File: src/rtl/ifetch_pkg.sv
`default_nettype none
// ============================================================================
// Module   : ifetch_pkg
// Purpose  : Shared types and constants for the instruction fetch unit.
// Revision : 1.0
// ============================================================================
package ifetch_pkg;

   localparam logic [31:0] INSTR_BYTES = 32'd4;

   typedef struct packed {
      logic [31:0] pc;
      logic [31:0] instr;
   } fetch_entry_t;

   typedef enum logic [0:0] {
      RUN  = 1'b0,
      HALT = 1'b1
   } fetch_state_t;

endpackage
`default_nettype wire

File: src/rtl/fetch_fifo.sv
`default_nettype none
// ============================================================================
// Module   : fetch_fifo
// Purpose  : Small register FIFO buffering {pc, instr} pairs; flush wins.
// Revision : 1.0
// ============================================================================
module fetch_fifo
   import ifetch_pkg::*;
#(
   parameter int DEPTH = 2
) (
   input  logic                     clk,
   input  logic                     reset_n,
   input  logic                     flush,
   input  logic                     push,
   input  fetch_entry_t             push_data,
   input  logic                     pop,
   output fetch_entry_t             head_data,
   output logic [$clog2(DEPTH):0]   count,
   output logic                     empty,
   output logic                     full
);

   localparam int PTR_W = $clog2(DEPTH);
   localparam int CNT_W = PTR_W + 1;

   fetch_entry_t     mem_q [DEPTH];
   logic [PTR_W-1:0] wr_ptr_q, wr_ptr_d;
   logic [PTR_W-1:0] rd_ptr_q, rd_ptr_d;
   logic [CNT_W-1:0] count_q, count_d;
   logic             do_push;
   logic             do_pop;

   assign empty     = (count_q == '0);
   assign full      = (count_q == CNT_W'(DEPTH));
   assign count     = count_q;
   assign head_data = mem_q[rd_ptr_q];

   // A push into a full buffer is only legal when the head leaves the same cycle.
   assign do_push = push & ~flush & (~full | pop);
   assign do_pop  = pop  & ~flush & ~empty;

   always_comb begin
      wr_ptr_d = wr_ptr_q;
      rd_ptr_d = rd_ptr_q;
      count_d  = count_q;
      if (flush) begin
         wr_ptr_d = '0;
         rd_ptr_d = '0;
         count_d  = '0;
      end else begin
         if (do_push) wr_ptr_d = wr_ptr_q + PTR_W'(1);
         if (do_pop)  rd_ptr_d = rd_ptr_q + PTR_W'(1);
         count_d = count_q + CNT_W'(do_push) - CNT_W'(do_pop);
      end
   end

   always_ff @(posedge clk or negedge reset_n) begin
      if (!reset_n) begin
         wr_ptr_q <= '0;
         rd_ptr_q <= '0;
         count_q  <= '0;
      end else begin
         wr_ptr_q <= wr_ptr_d;
         rd_ptr_q <= rd_ptr_d;
         count_q  <= count_d;
      end
   end

   always_ff @(posedge clk) begin
      if (do_push) mem_q[wr_ptr_q] <= push_data;
   end

endmodule
`default_nettype wire

File: src/rtl/ifetch_unit.sv
`default_nettype none
// ============================================================================
// Module   : ifetch_unit
// Purpose  : Fetch PC, redirect/halt FSM and instruction buffer to decode.
// Revision : 1.0
// ============================================================================
module ifetch_unit
   import ifetch_pkg::*;
#(
   parameter int          DEPTH    = 2,
   parameter logic [31:0] RESET_PC = 32'h0000_0000,
   parameter int          IMEM_AW  = 6
) (
   input  logic               clk,
   input  logic               reset_n,
   output logic [IMEM_AW-1:0] imem_addr,
   input  logic [31:0]        imem_read_data,
   input  logic               redirect_valid,
   input  logic [31:0]        redirect_pc,
   output logic               instr_valid,
   output logic [31:0]        instr,
   output logic [31:0]        instr_pc,
   input  logic               instr_ready,
   output logic               fetch_err
);

   fetch_state_t               state_q, state_d;
   logic [31:0]                fetch_pc_q, fetch_pc_d;
   logic                       push;
   logic                       pop;
   logic                       space;
   logic                       fifo_empty;
   logic                       fifo_full;
   logic [$clog2(DEPTH):0]     fifo_count;
   fetch_entry_t               push_data;
   fetch_entry_t               head_data;

   assign imem_addr   = fetch_pc_q[IMEM_AW+1:2];
   assign instr_valid = (fifo_count != '0);
   assign pop         = instr_ready & ~fifo_empty;
   assign space       = ~fifo_full | pop;
   assign push_data   = '{pc: fetch_pc_q, instr: imem_read_data};
   assign instr       = head_data.instr;
   assign instr_pc    = head_data.pc;

   always_ff @(posedge clk or negedge reset_n) begin
      if (!reset_n) begin
         state_q    <= RUN;
         fetch_pc_q <= RESET_PC;
      end else begin
         state_q    <= state_d;
         fetch_pc_q <= fetch_pc_d;
      end
   end

   // A misaligned target parks the unit in HALT until an aligned redirect.
   always_comb begin
      state_d = state_q;
      if (redirect_valid) begin
         state_d = (redirect_pc[1:0] != 2'b00) ? HALT : RUN;
      end
   end

   always_comb begin
      fetch_err = (state_q == HALT);
      push      = (state_q == RUN) & ~redirect_valid & space;
   end

   always_comb begin
      fetch_pc_d = fetch_pc_q;
      if (redirect_valid) begin
         fetch_pc_d = redirect_pc;
      end else if (push) begin
         fetch_pc_d = fetch_pc_q + INSTR_BYTES;
      end
   end

   fetch_fifo #(
      .DEPTH (DEPTH)
   ) u_fetch_fifo (
      .clk       (clk),
      .reset_n   (reset_n),
      .flush     (redirect_valid),
      .push      (push),
      .push_data (push_data),
      .pop       (pop),
      .head_data (head_data),
      .count     (fifo_count),
      .empty     (fifo_empty),
      .full      (fifo_full)
   );

endmodule
`default_nettype wire

File: config.mk
export PLATFORM = sky130hd
export DESIGN_NAME = ifetch_unit
export DESIGN_NICKNAME = d
export VERILOG_FILES = /design/src/rtl/ifetch_pkg.sv /design/src/rtl/fetch_fifo.sv /design/src/rtl/ifetch_unit.sv
export SDC_FILE = /design/constraint.sdc
export NUM_CORES = 1
export LEC_CHECK = 0
export CORE_MARGIN = 2
export CORE_UTILIZATION = 46
export DETAILED_ROUTE_END_ITERATION = 10
export PLACE_DENSITY = 0.78
export SLEW_MARGIN = 20
export SYNTH_ARGS = -nofsm -noshare
export SYNTH_HDL_FRONTEND = slang
export SYNTH_SLANG_ARGS = --single-unit
File: constraint.sdc
create_clock -name clk -period 4.05 [get_ports clk]
set_input_delay 0.81 -clock clk [delete_from_list [all_inputs] [get_ports clk]]
set_output_delay 0.81 -clock clk [all_outputs]
set_load 0.01 [all_outputs]
# Yosys cells after proc, flatten, opt, wreduce, memory -nomap -nowiden
# Memory sizes are Yosys's and may differ from the RTL's.
# Cells that the tools add are included.
[word_totals] ff_bits=37 mem_bits_rw=128 wordCells=40 memories=1
[mem_list] name="u_fetch_fifo.mem_q" words=2 word_bits=64 read_ports=1 rd_clocked_by_memory_dff=0 write_ports=1 line_no="fetch_fifo.sv:27" text="fetch_entry_t mem_q [DEPTH];"
[classes] addsub=5 eq_ne=1 muxes=10 bitwise=12 reduce_logical=6
[op_table] operator="2-to-1 mux 32 bit" count=2
[op_table] operator="adder 32 x 3 -> 32 bit, second input constant" count=1
[op_table] operator="nonzero test 2 bit" count=5
[op_table] operator="AND 1 bit" count=7
[op_table] operator="2-to-1 mux 1 bit" count=7
[op_table] operator="NOT 1 bit" count=4
[op_table] operator="adder 1 bit, second input constant" count=2
[op_table] operator="adder 2 x 1 -> 2 bit" count=1
[op_table] operator="equality test 2 bit, second input constant" count=1
[op_table] operator="logical NOT 2 bit" count=1
[op_table] operator="2-to-1 mux 2 bit" count=1
[op_table] operator="subtractor 2 x 1 -> 2 bit" count=1
[op_table] operator="bitwise OR 1 bit" count=1

# Depth between registers and ports, before layout
[depth] ltp_word=10 depth_mapped=8

# Modules after synthesis
# A second synthesis with hierarchy kept.
[unflattened] hier_cells=439 area_unflattened_um2=6784.0
[modules_own_cells] module="fetch_fifo" n_inst=1 cells_each=223 area_each_um2=4838.4 seq_area_each_um2=3943.8
[modules_own_cells] module="ifetch_unit" n_inst=1 cells_each=216 area_each_um2=1945.6 seq_area_each_um2=825.8

# Worst setup path before layout
# OpenSTA, ideal clock, no wires.
[synth_path] path_type="input -> register" start="input port redirect_valid" end="memory u_fetch_fifo.mem_q[0][0] (netlist bit), enable pin" setup_ns=0.486 arrival_time_ns=3.765 slack_ns=-0.201 stages=3 path_buffers=0 cell_sequence="nor2_1 nand2_1 nor2_1"
[synth_between] elab_chain_len=7
[synth_lines] element="start: declaration" line_no="ifetch_unit.sv:18" text="input logic redirect_valid,"
[synth_lines] element="NOT 1 bit *" line_no="fetch_fifo.sv:40, ifetch_unit.sv:66"
[synth_lines] element="AND 1 bit (2 in series)" line_no="ifetch_unit.sv:66" text="push = (state_q == RUN) & ~redirect_valid & space;"
[synth_lines] element="AND 1 bit * (2 in series)" line_no="fetch_fifo.sv:40" text="assign do_push = push & ~flush & (~full | pop);"
[synth_lines] element="2-to-1 mux 1 bit *" line_no="fetch_fifo.sv:71" text="if (do_push) mem_q[wr_ptr_q] <= push_data;"
[synth_lines] element="2-to-1 mux 1 bit (implied by the code) *" line_no="fetch_fifo.sv:71"
[synth_lines] element="end: declaration" line_no="fetch_fifo.sv:27"
# Every way passes the cells marked *; elsewhere a longest branch is shown, timed or not.

# Worst setup path after layout
[layout_path] start="register u_fetch_fifo.rd_ptr_q" end="output port instr_pc[23]"
[layout_between] elab_chain_len=1
[layout_lines] element="start: declaration" line_no="fetch_fifo.sv:29" text="logic [PTR_W-1:0] rd_ptr_q, rd_ptr_d;"
[layout_lines] element="start signal: assignment" line_no="fetch_fifo.sv:65" text="rd_ptr_q <= rd_ptr_d;"
[layout_lines] element="memory (2 x 64 bit)"
[layout_lines] element="end: declaration" line_no="ifetch_unit.sv:22" text="output logic [31:0] instr_pc,"
# Every way passes these cells.

==> flow_summary_export.csv <==
group,metric,value,unit
outcome,outcome,"complete, no violations",
power,vdd_drop_max,0.312,mV
clock_tree,clock_latency,0.43,ns
yosys,ys_types,42,
placed_design,gp_congestion,0.850,
die,core_area,14500,um^2
cells_and_area,n_antenna_cell,0,
yosys,synth_top_area_share,56.6,%
cells_and_area,post_route_cells_drive_above_1_share,18.4,%
cells_and_area,nFillCells,1093,
global_routing,grt_pass1_vias,4461,
yosys,yosys.area.top_type,"edfxtp_1",
drt,first_pass_iters,5,
clock_tree,cts_setup_buffers,0,
cells_and_area,area_growth,31.4,%
setup_path,reg2reg_depth,5,
setup_path,critPathCaptureType,"output port",
global_routing,grt_pass1_wl,22500,um
drt,dr.first_iter.drc_count,368,
setup_path,crit_start,"u_fetch_fifo.rd_ptr_q$_DFFE_PN0P_",
global_routing,grt_max_degree,48,
placed_design,placed_cells,749,
timing,setup_tns,0,ns
yosys,synth_common_cells,"edfxtp_1, mux2_2, dfrtp_1, nand2_1, nor2_1",
clock_tree,root_buffer,"clkbuf_16",
drt,vias_per_cell,5.57,
die,rows,44,
die,die_x,125,um
timing,finalWorstSetupSlack,0.707,ns
cells_and_area,multi_input_area,1870,um^2
yosys,ys.flop_type,"edfxtp_1",
clock_tree,cts_tree,"built",
yosys,synth_most_common_cell,"edfxtp_1",
cells_and_area,nets,655,
timing,finClkSkew,0.0120,ns
timing,fin_crit,3.34,ns
placed_design,dp_slack,1.01,ns
setup_path,cp.depth,3,
setup_path,crit_family,"buffers and inverters",
yosys,syn_inst,446,
power,p_leak,0.00302,uW
yosys,ys_ff_latch,165,
timing,rsz0062_at_grt,"false",
setup_path,worst-setup-path-type,"reg -> out",
power,p_total,4110,uW
clock_tree,htreeDepth,4,
setup_path,r2r_end,"fetch_pc_q[22]$_DFFE_PN0P_",
setup_path,cp-endpoint,"instr_pc[23]",
clock_tree,cts_inserted_buffers,17,
die,initial_core_util,46.9,%
yosys,synth_warnings,0,
placed_design,port_buffers,139,
drt,wire_per_inst,18.4,um
die,ios,140,
setup_path,worstPathCellList,"buf_4 > mux2_2 > clkdlybuf4s50_1",
setup_path,r2r_slack,1.68,ns
setup_path,max_stage_delay,0.80,ns
global_routing,met2_usage,29.7,%
timing,slew_viol_final,0,
drt,drt_wl_total,14300,um
yosys,syn_area,6790,um^2
global_routing,grt_most_used_layer,"met2",
drt,drc,0,
global_routing,grt_overflow_total,0,
clock_tree,clk_pin_slew_worst_paths,0.06,ns
setup_path,cp_slowest_cell,"dfrtp_2",
power,p_per_area,461,nW/um^2
yosys,synth_nets,517,
yosys,async_flop_share,22.4,%
drt,dr_total_vias,4347,
min_path,min_path_type,"reg -> reg",
yosys,syn_area_per_cell,15.2,um^2
cells_and_area,final_cell_count_no_fill,781,
placed_design,dp_hpwl,9510,um
clock_tree,hold_buffers,0,
clock_tree,cts.sinks,165,
job,max_cap_viol_count,0,
setup_path,cp.arrival,2.53,ns
cells_and_area,fin_util,61.6,%
global_routing,grt_util_met3,6.29,%
clock_tree,cts.path.max_buffers,2,
die,die_height,125,um
drt,ant_nets,0,
timing,report.final.hold_viol_count,0,
setup_path,crit_buf_inv,2,
global_routing,use_met1,23.7,%
setup_path,path_max_fanout,28,
timing,max_slew_margin,44.1,%
timing,setup_violations,0,
timing,fmax,299,MHz
setup_path,timing.rr.start,"fetch_pc_q[2]$_DFFE_PN0P_",
timing,period_share,82.5,%
yosys,synth_edf_count,128,
clock_tree,cts_resized,0,
yosys,yosysSeqAreaShare,70.3,%
cells_and_area,seqCellArea,4770,um^2
timing,tightest_slew,0.839,ns
setup_path,worst_setup_path_start_kind,"flip-flop",
global_routing,grt_use_total,18.6,%
global_routing,antenna_found_initial,0,
setup_path,worstPathRequired,3.24,ns
die,die_area,15700,um^2
yosys,synth_area_leaders,"edfxtp_1, dfrtp_1, mux2_2",
==> cells in the final DEF (no fill, tap or decap), drive strengths merged, types with 3 or more instances in the layout <==
cell type      instances
nand2                 27
o311ai                 7
nand3                  8
clkinv                 8
inv                    6
clkdlybuf4s50        138
or2                    3
nand4                 12
o211ai                 6
dfrtp                 37
mux2                  66
xor2                   4
o21ai                 11
a31oi                 14
and4                   4
o31ai                 11
or3                    6
and3                   4
or4                   13
xnor2                  7
nor2                  24
bufinv                 3
ha                     3
a21oi                  3
edfxtp               128
buf                    8
clkbuf                20
==> area by class of cell <==
| type | count | area share [%] |
|---|---|---|
| multi-input cells | 247 | 20.9 |
| flip-flops and latches | 165 | 53.5 |
| well taps | 184 | 2.58 |
| inverters | 7 | 0.295 |
| clock buffers | 20 | 4.90 |
| clock inverters | 12 | 1.53 |
| repair buffers | 146 | 16.3 |
==> worst min path at each step <==
stage / from / to / slack [ns] / cells after the start
CTS: fetch_pc_q[0]$_DFFE_PN0P_ / u_fetch_fifo.mem_q[0][32]$_DFFE_PP_ / 0.47 / 0
global placement: fetch_pc_q[1]$_DFFE_PN0P_ / u_fetch_fifo.mem_q[0][33]$_DFFE_PP_ / 0.45 / 0
floorplan: fetch_pc_q[0]$_DFFE_PN0P_ / u_fetch_fifo.mem_q[0][32]$_DFFE_PP_ / 0.44 / 0
detailed placement: fetch_pc_q[0]$_DFFE_PN0P_ / u_fetch_fifo.mem_q[1][32]$_DFFE_PP_ / 0.45 / 0
global route: fetch_pc_q[0]$_DFFE_PN0P_ / u_fetch_fifo.mem_q[0][32]$_DFFE_PP_ / 0.49 / 0
finish: fetch_pc_q[0]$_DFFE_PN0P_ / u_fetch_fifo.mem_q[0][32]$_DFFE_PP_ / 0.47 / 0
==> through the flow <==
stage | cell area [um^2] | hold slack (ns)
3_5_place_dp | 8350 | 0.454
2_1_floorplan | 6790 | 0.438
4_1_cts | 8920 | 0.471
5_1_grt | 8920 | 0.487
6_report | 8920 | 0.468
3_3_place_gp | 8350 | 0.453
==> power breakdown <==
group	total (uW)	leakage (uW)	switching (uW)	internal, uW
sequential	2010	0.00159	86.9	1920
combinational	544	0.00115	227	316
clock	1560	0.000276	608	957
total	4110	0.00302	922	3190
==> registers in the layout, summed over array words and instances (netlist names) <==
| register | cells |
|---|---|
| u_fetch_fifo.wr_ptr_q | 1 |
| fetch_pc_q | 32 |
| u_fetch_fifo.mem_q | 128 |
| u_fetch_fifo.rd_ptr_q | 1 |
| u_fetch_fifo.count | 2 |
| fetch_err | 1 |
==> cell families after synthesis <==
group / after synthesis / synth area share, %
AO/OA/AOI/OAI: 55 / 5.47
XOR/XNOR: 11 / 1.42
adder cells (fa/ha/maj): 3 / 0.553
buffers and inverters: 34 / 2.36
flip-flops: 165 / 70.3
multiplexers: 67 / 11.1
AND/OR/NAND/NOR: 111 / 8.85
==> routing by layer <==
metal  up-vias  share of wire [%]
met5         -                  0
met4         0                2.0
met3        26                6.9
met2       178                 48
met1      2136                 43
li1       2007                  -
(Power assumes the default switching activity.)
